$ cat src/rtl/partition_sweep_ctrl.sv
// Exhaustive input sweep for an exact/approximate partition pair: drives every pi pattern,
// samples both output vectors after a settle delay, streams each response and accumulates error stats.
`timescale 1ns/1ps
module partition_sweep_ctrl #(
   parameter int NUM_PI     = 8,
   parameter int NUM_PO     = 5,
   parameter int SETTLE_CYC = 1,
   localparam int HDW       = $clog2(NUM_PO + 1)
) (
   input  logic                  clk,
   input  logic                  rst,
   input  logic                  start,
   input  logic                  abort,
   output logic [NUM_PI-1:0]     pi,
   input  logic [NUM_PO-1:0]     po_exact,
   input  logic [NUM_PO-1:0]     po_approx,
   output logic                  resp_valid,
   input  logic                  resp_ready,
   output logic [NUM_PI-1:0]     resp_pi,
   output logic [NUM_PO-1:0]     resp_exact,
   output logic [NUM_PO-1:0]     resp_approx,
   output logic                  busy,
   output logic                  done,
   output logic [NUM_PI:0]       err_count,
   output logic [NUM_PI+HDW-1:0] hd_sum,
   output logic [HDW-1:0]        hd_max
);

   typedef enum logic [2:0] {
      IDLE   = 3'd0,
      SETTLE = 3'd1,
      SAMPLE = 3'd2,
      EMIT   = 3'd3,
      DONE   = 3'd4
   } state_t;

   localparam logic [NUM_PI-1:0] LAST_PI    = {NUM_PI{1'b1}};
   localparam logic [3:0]        SETTLE_VAL = 4'(SETTLE_CYC);

   state_t            state;
   state_t            state_next;
   logic [3:0]        cnt;
   logic [NUM_PO-1:0] diff;
   logic [HDW-1:0]    hd;
   logic              handshake;

   assign handshake = resp_valid && resp_ready;

   always_ff @(posedge clk) begin
      if (rst) begin
         state <= IDLE;
      end else begin
         state <= state_next;
      end
   end

   // Valid/ready: resp_valid is high for the whole of EMIT and resp_* hold until
   // the cycle resp_valid && resp_ready is seen; abort outranks that handshake.
   always_comb begin
      state_next = state;
      resp_valid = 1'b0;
      busy       = 1'b1;
      done       = 1'b0;
      case (state)
         IDLE: begin
            busy = 1'b0;
            if (start) begin
               state_next = SETTLE;
            end
         end
         SETTLE: begin
            if (abort) begin
               state_next = IDLE;
            end else if (cnt == 4'd1) begin
               state_next = SAMPLE;
            end
         end
         SAMPLE: begin
            state_next = abort ? IDLE : EMIT;
         end
         EMIT: begin
            resp_valid = 1'b1;
            if (abort) begin
               state_next = IDLE;
            end else if (resp_ready) begin
               state_next = (pi == LAST_PI) ? DONE : SETTLE;
            end
         end
         DONE: begin
            done       = 1'b1;
            state_next = IDLE;
         end
         default: begin
            state_next = IDLE;
         end
      endcase
   end

   // Per-pattern Hamming distance between the two partition outputs.
   always_comb begin
      diff = po_exact ^ po_approx;
      hd   = '0;
      for (int i = 0; i < NUM_PO; i++) begin
         hd = hd + HDW'(diff[i]);
      end
   end

   always_ff @(posedge clk) begin
      if (rst) begin
         pi          <= '0;
         cnt         <= '0;
         resp_pi     <= '0;
         resp_exact  <= '0;
         resp_approx <= '0;
         err_count   <= '0;
         hd_sum      <= '0;
         hd_max      <= '0;
      end else begin
         case (state)
            IDLE: begin
               if (start) begin
                  pi        <= '0;
                  cnt       <= SETTLE_VAL;
                  err_count <= '0;
                  hd_sum    <= '0;
                  hd_max    <= '0;
               end
            end
            SETTLE: begin
               if (!abort) begin
                  cnt <= cnt - 4'd1;
               end
            end
            SAMPLE: begin
               // An abort here leaves the statistics at their partial value.
               if (!abort) begin
                  resp_pi     <= pi;
                  resp_exact  <= po_exact;
                  resp_approx <= po_approx;
                  err_count   <= err_count + (NUM_PI+1)'(hd != '0);
                  hd_sum      <= hd_sum + (NUM_PI+HDW)'(hd);
                  if (hd > hd_max) begin
                     hd_max <= hd;
                  end
               end
            end
            EMIT: begin
               if (!abort && handshake && (pi != LAST_PI)) begin
                  pi  <= pi + NUM_PI'(1);
                  cnt <= SETTLE_VAL;
               end
            end
            default: begin
            end
         endcase
      end
   end

endmodule

$ cat config.mk
export PLATFORM = sky130hd
export DESIGN_NAME = partition_sweep_ctrl
export DESIGN_NICKNAME = d
export VERILOG_FILES = /design/src/rtl/partition_sweep_ctrl.sv
export SDC_FILE = /design/constraint.sdc
export NUM_CORES = 1
export LEC_CHECK = 0
export ABC_AREA = 1
export BUFFER_PORTS_ARGS = -buffer_cell sky130_fd_sc_hd__buf_2
export CAP_MARGIN = 10
export CORE_MARGIN = 5
export CORE_UTILIZATION = 32
export DETAILED_ROUTE_END_ITERATION = 10
export GPL_ROUTABILITY_DRIVEN = 0
export PLACE_DENSITY_LB_ADDON = 0.2
export SETUP_SLACK_MARGIN = 0.4
export SLEW_MARGIN = 0
export SYNTH_ARGS = -nofsm -noshare
export SYNTH_HDL_FRONTEND = slang
export SYNTH_SLANG_ARGS = --single-unit
$ cat constraint.sdc
create_clock -name clk -period 3.9 [get_ports clk]
set_input_delay 0.39 -clock clk [delete_from_list [all_inputs] [get_ports clk]]
set_output_delay 0.39 -clock clk [all_outputs]
set_load 0.03 [all_outputs]
## Word-level counts from Yosys, hierarchy flattened

Index checks and enable logic that the tools add are counted.

- Register bits: 56
- Bits of input ports: 15
- Logic and storage cells: 77

- Add/subtract/negate cells: 8
- $lt $le $gt $ge: 1
- Equality and inequality tests: 14
- Muxes and demuxes: 28
- Bitwise operators: 2
- Reductions and logical operators: 15

Operators with widths:

| kind | count |
|---|---|
| $mux W3 | 9 |
| $mux W11 | 2 |
| $pmux W11 S2 | 1 |
| $mux W9 | 2 |
| $pmux W9 S2 | 1 |
| $mux W8 | 2 |
| $pmux W8 S2 | 1 |
| $mux W4 | 3 |
| $pmux W3 S4 | 1 |
| $pmux W4 S3 | 1 |
| $add A11 B3 Y11 | 1 |
| $ne A2 B2 Y1 const B | 5 |
| $add A9 B1 Y9 | 1 |
| $reduce_and A3 Y1 | 3 |
| $add A8 B1 Y8 const B | 1 |
| $eq A8 B8 Y1 const B | 1 |
| $ne A8 B8 Y1 const B | 1 |
| $reduce_and A4 Y1 | 2 |
| $add A3 B1 Y3 | 2 |
| $eq A3 B2 Y1 const B | 2 |
| $ne A3 B3 Y1 const B | 2 |
| $pmux W3 S2 | 1 |
| $reduce_bool A3 Y1 | 2 |
| $xor A5 B5 Y5 | 1 |
| 15 further kinds | 20 |

## Longest topological paths before layout

- Depth in word-level cells: 9
- Gate-level depth with buffers: 14
- Gate-level depth less buffers: 14

## Worst setup path before layout

OpenSTA, ideal clock, no wires.

- Path type: input -> register
- Start point: in po_approx[0]
- End point: reg err_count[6]
- Setup time: 0.118 ns
- Arrival: 2.939 ns
- Data required time: 3.782 ns
- Setup slack: 0.843 ns
- Cell stages on the path: 13
- Path buffers: 0
- Path through: xor2_1 -> fa_1 -> fa_1 -> ha_1 -> inv_1 -> nand3_1 -> ha_1 -> ha_1 -> inv_1 -> nor3_1 -> nand3_1 -> nor3_1 -> nor2_1

- Word-level cells in the longest chain between the ends: 9

RTL lines:

| what | RTL line | text |
|---|---|---|
| start, declared | 16 | `input logic [NUM_PO-1:0] po_approx,` |
| $xor A5 B5 Y5 | 101 | `diff = po_exact ^ po_approx;` |
| $add A1 B1 Y2 | 104 | `hd = hd + HDW'(diff[i]);` |
| $add A2 B1 Y3 | 104 |  |
| $add A3 B1 Y3 (2 in a row) | 104 |  |
| $reduce_bool A3 Y1 | 140 | `err_count <= err_count + (NUM_PI+1)'(hd != '0);` |
| $add A9 B1 Y9 | 140 |  |
| $mux W9 | 136 | `if (!abort) begin` |
| $pmux W9 S2 | 119 | `case (state)` |
| end signal, assigned | 140 |  |
| end, declared | 24 | `output logic [NUM_PI:0] err_count,` |

No other way between the ends. The select of a mux whose other input is x is not followed.
A chain may end at the register's enable or synchronous reset.

## Worst setup path in the final report

Same ends and word-level chain as after synthesis.

==> impl_metrics.toml <==
[yosys]
ys_seq_elements = 56
synth_async_sr_flop_share_pct = 0
syn_area_sq_mm = 0.00308
ys.warnings.count = 0
syn_nets = 477
syn_inst = 448
avgSynthCellArea_sq_um = 6.88
yosys-top-cells-area = "dfxtp_1 36%, nand2_1 11%, nor2_1 9.3%"
synth_seq_area_share_pct = 36.4
ys.flop_type = "dfxtp_1"
synth_top_cell_area_share_pct = 36.4
synth_edf_count = 0
synth_top_area_cell = "dfxtp_1"
synth_most_common_cell = "nand2_1"
netlist-cell-type-count = 32
synthTopCellsByCount = "92 x nand2_1, 76 x nor2_1, 56 x dfxtp_1"

[detailed_routing]
wl_per_cell_um = 11.8
vias_per_cell = 4.58
drt_iter0_markers = 67
drcViolationCount = 0
postRouteAntennaNets = 0
firstDrtPassIters = 4
wl_um = 7560
num_vias = 2931

[power]
power_frac_clock_pct = 23.2
combPwrFrac_pct = 32.4
p_sw_mw = 0.547
sw_frac_of_total_pct = 37.6
intPower_mw = 0.906
p_leak_nw = 1.69
seqPwrFrac_pct = 44.3
ir_drop_v = 0.000200
power_per_cell_area_mw_per_mm2 = 403

[job]
drv_cap = 0

[final_layout]
regArea_sq_mm = 0.00112
drive_gt1_share_pct = 19.2
fillers = 1008
multiInputGateArea_sq_mm = 0.00168
antennaDiodeCount = 0
area_growth_pct = 17.0
fin_nets = 540

[worst_hold_path]
hp-class = "primary input to flop"

[critical_path]
start_kind = "primary input"
worstSetupPathType = "primary input to flop"
critPathMaxFanout = 4
crit_arrival_ns = 3.31
cp.required_ns = 4.10
critPathCaptureType = "flop"

[sta]
period_share_pct = 79.6
layout_setup_ws_ns = 0.797
rsz0062_at_grt = "no"
min_period_ns = 3.10
fmax_mhz = 322
hold_viol_final = 0
relSlewSlack_pct = 66.0
worst_pin_slew_ns = 0.511
fin_worst_skew_ns = 0.00951
drv_slew = 0
tns_ns = 0
setup_viol = 0

[cts]
cts_hold_repair.buffers = 0
cts_buffer_depth = 2
cts_buffers = 5
cts_sinks = 56
insertion_delay_ns = 0.31
ctsResizeCount = 0
cts.clk_slew.worst_paths_ns = 0.10
htree_levels = 2
cts_tree = "yes"
post_cts_buffers = 0
cts_root_buf = "clkbuf_8"

[placed_design]
portBuffers = 66
detailed_place_hpwl_um = 5760
pre_cts_slack_ns = 0.474

[floorplan]
rows = 35
die_area_sq_mm = 0.0117
pin_count = 67
die_y_um = 108
core_region_area_sq_mm = 0.00933
die_w_um = 108
start_util_pct = 33.1

[global_route]
grt_max_degree = 25
grt_pass1_vias = 2712
grt_usage_pct = 13.5
antenna_found_initial = 0
grt_pass1_wl_um = 12900
overflow = 0

[outcome]
status = "complete, no violations"
-- power by group through the flow --
stage	Combinational, mW	Clock [mW]	Sequential, mW
floorplan	0.323	0	0.706
global placement	0.472	0	0.658
detailed placement	0.476	0	0.658
CTS	0.477	0.355	0.645
global route	0.549	0.377	0.652
finish	0.471	0.337	0.644
-- path summary, 6_finish.rpt --
kind	startpoint	to	slack, ns	cells after the start
worst min register to register	cnt[1]	cnt[1]	0.48	2
worst max register to register	state[1]	hd_sum[5]	2.05	9
worst max-delay path	po_approx[0]	err_count[6]	0.80	14
worst min-delay path	po_approx[4]	resp_approx[4]	0.36	3
-- cells in the final DEF, fill, tap and decap left out, types with 2 or more instances in the layout --
cell type  count
nand4_1        7
o21ai_1        6
nand3_2        3
nand2_2        4
clkbuf_8       6
nand2_1       92
nand3_1       32
a21oi_1       32
o21ai_0       24
xor2_1         9
nor3_1        10
inv_2          5
ha_1          11
dfxtp_1       56
nand2_4        3
nor2_2         2
buf_2         66
fa_1           3
inv_1         52
nor2_1        76
-- layout make-up --
class,count,share of cell area (%)
clock buffer,6,2.29
inverter,58,6.04
clock inverter,1,0.243
tap,129,4.48
multi-input combinational,323,46.5
timing repair buffer,67,9.37
sequential,56,31.1
-- cell families (layout without fill, tap and decap cells) --
group / count (synthesis) / after routing / synth area share, %
xor+xnor: 9 / 9 / 2.56
compound gates: 65 / 65 / 10.9
fa+ha+maj: 14 / 14 / 6.41
buf+inv: 69 / 132 / 9.25
flops: 56 / 56 / 36.4
simple gates: 235 / 235 / 34.5
-- stage by stage --
step	util (%)	hold slack [ns]	cell area (sq um)	std cells	total power, mW
6_report	38.7	0.358	3610	640	1.45
3_3_place_gp	37.7	0.454	3510	633	1.13
5_1_grt	38.7	0.369	3610	640	1.58
3_5_place_dp	37.7	0.462	3510	633	1.13
4_1_cts	38.7	0.346	3610	640	1.48
2_1_floorplan	-	0.440	3080	448	1.03
-- metal layers --
metal  wire length (um)  global-route usage, %  up-vias
li1                   -                      -     1552
met3                598                   4.78        5
met1               3770                   18.2     1315
met5                  0                      0        -
met2               3130                   20.8       59
met4                 58                   2.71        0
-- worst max-delay path, cell delays in order --
cell     delay, ns
buf_2         0.11
xor2_1        0.17
fa_1          0.51
fa_1          0.47
ha_1          0.37
inv_1         0.09
nand3_1       0.08
ha_1          0.22
ha_1          0.19
inv_1         0.06
nor3_1        0.25
nand3_1       0.14
nor3_1        0.19
nor2_1        0.06
-- flip-flops by register name (all words and copies together) (netlist names) --
name,count
state,3
cnt,4
hd_sum,11
resp_exact,5
hd_max,3
err_count,9
resp_pi,8
pi,8
resp_approx,5
Note: power is estimated with default switching activity, not from simulation.
